<file path="config.mk">
export PLATFORM = sky130hd
export DESIGN_NAME = uart_tx_port
export DESIGN_NICKNAME = d
export VERILOG_FILES = /design/src/rtl/uart_tx_port.sv
export SDC_FILE = /design/constraint.sdc
export NUM_CORES = 1
export LEC_CHECK = 0
export ABC_CLOCK_PERIOD_IN_PS = 2300
export BUFFER_PORTS_ARGS = -buffer_cell sky130_fd_sc_hd__buf_2
export CORE_UTILIZATION = 52
export CTS_BUF_LIST = sky130_fd_sc_hd__clkbuf_16
export DETAILED_ROUTE_END_ITERATION = 10
export PLACE_DENSITY = 0.91
export SYNTH_ARGS = -nofsm -noshare
export SYNTH_HDL_FRONTEND = slang
export SYNTH_SLANG_ARGS = --single-unit
</file>
<file path="constraint.sdc">
create_clock -name clk -period 2.3 [get_ports clk]
set_input_delay 0.46 -clock clk [delete_from_list [all_inputs] [get_ports clk]]
set_output_delay 0.46 -clock clk [all_outputs]
set_load 0.1 [all_outputs]
</file>
<file path="src/rtl/uart_tx_port.sv">
// rtl/uart_tx_port.sv - memory-mapped UART transmitter with TX FIFO, status register and interrupt
// Frames are 8N1, LSB first; queued bytes go out back-to-back with no idle bit between frames.
module uart_tx_port #(
  parameter int CLK_DIV    = 5208,
  parameter int FIFO_DEPTH = 4
) (
  input  logic        clk,
  input  logic        reset,
  input  logic        MemRead,
  input  logic        MemWrite,
  input  logic [31:0] Address,
  input  logic [31:0] Write_data,
  output logic [31:0] Read_data,
  output logic        uart_tx,
  output logic        irqout
);
  localparam logic [31:0] TXD_ADDR = 32'h4000_0018;
  localparam logic [31:0] CON_ADDR = 32'h4000_0020;
  localparam int          AW       = $clog2(FIFO_DEPTH);
  localparam logic [15:0] CNT_LAST = 16'(CLK_DIV - 1);

  typedef enum logic [1:0] {IDLE, START, DATA, STOP} state_t;

  state_t      state_q, state_d;
  logic [7:0]  mem [FIFO_DEPTH];
  logic [AW:0] wr_ptr, rd_ptr;
  logic        fifo_empty, fifo_full;
  logic        push_req, push, pop, ovf_set;
  logic [15:0] cnt;
  logic [2:0]  bit_idx;
  logic [7:0]  shreg;
  logic        tick, tx_d, frame_end;
  logic        con_rd, con_wr, busy;
  logic        irq_en, tx_done, ovf;
  logic        unused_wdata;

  assign unused_wdata = ^Write_data[31:8];

  // Pointers carry an extra wrap bit so full and empty differ only in that bit.
  assign fifo_empty = (wr_ptr == rd_ptr);
  assign fifo_full  = (wr_ptr[AW] != rd_ptr[AW]) && (wr_ptr[AW-1:0] == rd_ptr[AW-1:0]);

  assign push_req  = MemWrite && (Address == TXD_ADDR);
  assign con_wr    = MemWrite && (Address == CON_ADDR);
  assign con_rd    = MemRead  && (Address == CON_ADDR);
  assign push      = push_req && (!fifo_full || pop);
  assign ovf_set   = push_req && fifo_full && !pop;
  assign tick      = (cnt == CNT_LAST);
  assign frame_end = (state_q == STOP) && tick;
  assign busy      = (state_q != IDLE);

  always_ff @(posedge clk) begin
    if (push) mem[wr_ptr[AW-1:0]] <= Write_data[7:0];
  end

  always_ff @(posedge clk or posedge reset) begin
    if (reset) begin
      wr_ptr <= '0;
      rd_ptr <= '0;
    end else begin
      if (push) wr_ptr <= wr_ptr + 1'b1;
      if (pop)  rd_ptr <= rd_ptr + 1'b1;
    end
  end

  always_ff @(posedge clk or posedge reset) begin
    if (reset) state_q <= IDLE;
    else       state_q <= state_d;
  end

  always_comb begin
    state_d = state_q;
    case (state_q)
      IDLE:  if (!fifo_empty) state_d = START;
      START: if (tick) state_d = DATA;
      DATA:  if (tick && bit_idx == 3'd7) state_d = STOP;
      STOP:  if (tick) state_d = fifo_empty ? IDLE : START;
      default: state_d = IDLE;
    endcase
  end

  always_comb begin
    pop  = 1'b0;
    tx_d = uart_tx;
    case (state_q)
      IDLE: begin
        pop  = !fifo_empty;
        tx_d = fifo_empty;
      end
      START: if (tick) tx_d = shreg[0];
      DATA:  if (tick) tx_d = (bit_idx == 3'd7) ? 1'b1 : shreg[1];
      STOP: begin
        if (tick) begin
          pop  = !fifo_empty;
          tx_d = fifo_empty;
        end
      end
      default: tx_d = 1'b1;
    endcase
  end

  always_ff @(posedge clk or posedge reset) begin
    if (reset) begin
      cnt     <= '0;
      bit_idx <= '0;
      shreg   <= '0;
      uart_tx <= 1'b1;
    end else begin
      uart_tx <= tx_d;
      if (state_q == IDLE || tick) cnt <= '0;
      else                         cnt <= cnt + 16'd1;
      if (state_q != DATA) bit_idx <= '0;
      else if (tick)       bit_idx <= bit_idx + 3'd1;
      if (pop)                          shreg <= mem[rd_ptr[AW-1:0]];
      else if (state_q == DATA && tick) shreg <= {1'b0, shreg[7:1]};
    end
  end

  // A status read clears the sticky flags, but a set in the same cycle wins.
  always_ff @(posedge clk or posedge reset) begin
    if (reset) begin
      irq_en  <= 1'b0;
      tx_done <= 1'b0;
      ovf     <= 1'b0;
    end else begin
      if (con_wr) irq_en <= Write_data[0];
      tx_done <= frame_end | (tx_done & ~con_rd);
      ovf     <= ovf_set   | (ovf & ~con_rd);
    end
  end

  assign irqout    = irq_en & tx_done;
  assign Read_data = con_rd ? {26'b0, ovf, fifo_full, busy, tx_done, 1'b0, irq_en} : 32'h0;

endmodule

</file>
==> metrics.md <==
| Metric | Value |
|---|---|
| Worst Setup Start Kind | `primary input` |
| Failing checks | `setup timing` |
| First drt pass iteration count | `4` |
| CTS root buf | `clkbuf_16` |
| Worst-path fanout max | `7` |
| Crit. Startpoint | `Address[26]` |
| PnR worst setup slack | `-6.25 ps` |
| Vias in the first global route | `about 2300` |
| GRT overflow | `0` |
| Worst EP arrival | `1850 ps` |
| Worst slew margin | `65.4%` |
| Net Sw Frac | `about a quarter` |
| Top FF cell, synth | `dfrtp_1` |
| PwrDens | `638 nW/um^2` |
| Sw Pwr | `roughly 0.00076 W` |
| Slew @ Worst Pin | `between 500 and 600 ps` |
| First-pass GRT wire length | `10700 microns` |
| Filler Cell Count | `about 450` |
| Commonest cells after routing, fill and taps aside | `buf_2, dfrtp_1, edfxtp_1` |
| Number of CTS-inserted buffers | `9` |
| Tmin final | `2310 ps` |
| Commonest non-fill, non-tap cell in the layout | `buf_2` |
| Die height | `~86 microns` |
| Ports | `102` |
| Antenna diodes | `0` |
| WHS | `239 ps` |
| Critical path class | `in2out` |
| Yosys warning total | `0` |
| Via count | `~2300` |
| Core footprint | `6760 sq um` |
| Logic pwr share | `9.4%` |
| H-tree levels | `3` |
| Post-synth EDFFs | `32` |
| Clock sink count | `between 70 and 80` |
| Tcrit/Tclk final | `100%` |
| Final net count | `roughly 430` |
| Post-DP HPWL | `4590 microns` |
| Hold Crit Class | `in2async` |
| Setup TNS | `-6.25 ps` |
| Routed Antenna Nets | `0` |
| Async S/R FF share, synth | `54.9%` |
| Die footprint | `between 7000 and 8000 sq um` |
| Gpl congestion | `0.814` |
| Seq cells post-synth | `71` |
| Worst-Skew Late Latency | `roughly 330 ps` |
| Initial detailed-routing violation count | `177` |
| Buffers added on ports | `50` |
| Max-Cap Viols | `0` |
| Reg power frac | `46.3%` |
| Bufs on Longest Clock Path | `2` |
| Clk pwr share | `44.3%` |
| Initial antenna violation count | `0` |
| Setup crit end kind | `output pin` |
| Initial core utilization | `about 54%` |
| Fin Clk Skew | `~4.4 ps` |
| Distinct cells, synth | `50` |
| # setup viols final | `1` |
| # DRC | `0` |
| Routed wire per std cell | `between 15 and 20 microns` |
| Drt via density | `5.34` |
| Final max-slew violation count | `0` |
| Final WL | `roughly 6600 microns` |
| Internal Power | `0.00210 W` |
| Syn-to-layout area delta | `23.7%` |
| RSZ-0062 raised after global routing | `true` |
| Cells after synthesis | `284` |
| Clock-pin slew on the worst setup and hold paths | `60 ps` |
| Final Hold Fails | `0` |
| Synth Cell Area | `3630 sq um` |
| Sequential cell area fraction in the yosys report | `53.4%` |
| Worst Path Required | `1840 ps` |
| Gr usage total | `19.4%` |
| Cell leakage power | `1.92 nW` |
| Die width | `85.6 microns` |
| Row cnt | `30` |
| Outcome | `finished, violations left` |
| FF-to-FF Start | `cnt[7]$_DFF_PP0_` |
| VDD IR max | `0.000527 V` |
| CTS tree | `done` |
| Largest net degree at the start of global routing | `40` |
| Fmax | `434 MHz` |
| Fraction of layout cells with a size suffix above 1 | `34.9%` |
| Syn avg cell area | `12.8 sq um` |
[registers in the layout, indices dropped and copies added, names as in the netlist]
signal	count
ovf	1
bit_idx	3
tx_done	1
uart_tx	1
irq_en	1
state_q	2
shreg	8
wr_ptr	3
cnt	16
mem	32
rd_ptr	3
[final cells by class]
type	instances	area, sq um	share of cell area (%)
clock buffers	9	225	5.01
repair buffers	66	537	11.9
flip-flops and latches	71	1940	43.1
multi-input cells	193	1590	35.4
inverters	12	45.0	1.00
well taps	80	100	2.23
clock inverters	7	55.1	1.23
[synth_stat cells, types with 2 or more instances]
master | n | area (sq um)
a21oi_1 | 2 | 10.0
and2_1 | 4 | 25.0
and3_1 | 2 | 12.5
buf_4 | 28 | 210
buf_6 | 3 | 33.8
dfrtp_1 | 38 | 951
edfxtp_1 | 32 | 961
ha_1 | 13 | 163
inv_1 | 12 | 45.0
mux2_2 | 8 | 90.1
mux2_4 | 8 | 120
mux2i_1 | 4 | 40.0
mux4_2 | 8 | 180
nand2_1 | 11 | 41.3
nand3_1 | 8 | 40.0
nand4_1 | 8 | 50.1
nor2_1 | 34 | 128
nor3_1 | 3 | 15.0
nor3b_1 | 2 | 15.0
nor4_1 | 6 | 37.5
xnor2_1 | 12 | 105
xor2_1 | 10 | 87.6
[through the flow]
stage	util [%]	total power (W)	std cells	setup WS [ps]	instance area [sq um]
final	66.5	0.00287	438	-6.25	4490
after global routing	66.5	0.00295	438	-105	4490
after CTS	65.0	0.00288	437	-13.4	4390
after detailed placement	60.2	0.00160	421	-40.4	4070
after global placement	60.2	0.00160	421	-27.9	4070
after floorplan	-	0.00159	310	-447	3750
[logic make-up after synthesis]
kind of cell / after synthesis / synth area share (%)
muxes: 29 / 12.2
adders and majority gates: 13 / 4.48
DFF: 71 / 53.4
xor gates and xnor gates: 22 / 5.30
buffers and inverters: 46 / 8.75
AOI/OAI and AO/OA: 13 / 2.65
other: 1 / 0.103
and+or+nand+nor: 89 / 13.2
[power groups by stage]
stage                     sequential, W  combinational [W]  clock (W)
final                           0.00133           0.000269    0.00127
after global routing            0.00133           0.000281    0.00134
after CTS                       0.00133           0.000259    0.00129
after detailed placement        0.00135           0.000253          0
after global placement          0.00135           0.000249          0
after floorplan                 0.00135           0.000241          0
[metal layers]
layer	up-vias	track usage, %	wire, microns
met5	-	0	0
met4	0	10.2	147
met3	13	2.98	279
met2	88	31.6	3340
met1	1139	25.4	2860
li1	1100	-	-
[worst max-delay path, stage by stage]
cell and delay, ps:
buf_2 110, nor4_4 250, nand4_1 120, nor2_1 100, buf_4 150, nand4_1 110
buf_6 160, nor3_4 170, buf_12 200
[repair_timing]
item	in CTS	in global routing
setup buffers	0	1
endpoints found under the hold margin	0	0
pin swaps	4	1
setup endpoints to repair	3	46
gates cloned	0	0
gates resized for setup	8	13
hold buffers	0	0
[path summary, 6_finish.rpt]
| path | to | slack, ps | cells past startpoint |
|---|---|---|---|
| max | Read_data[4] | -6 | 9 |
| min | cnt[9]$_DFF_PP0_ | 240 | 3 |
| max reg2reg | shreg[4]$_DFFE_PP0P_ | 140 | 7 |
| min reg2reg | cnt[0]$_DFF_PP0_ | 460 | 1 |
| max in group asynchronous | uart_tx$_DFFE_PP1P_ | 1700 | 3 |
| min in group clk | mem[2][5]$_DFFE_PP_ | 350 | 1 |
(Power assumes the default switching activity.)
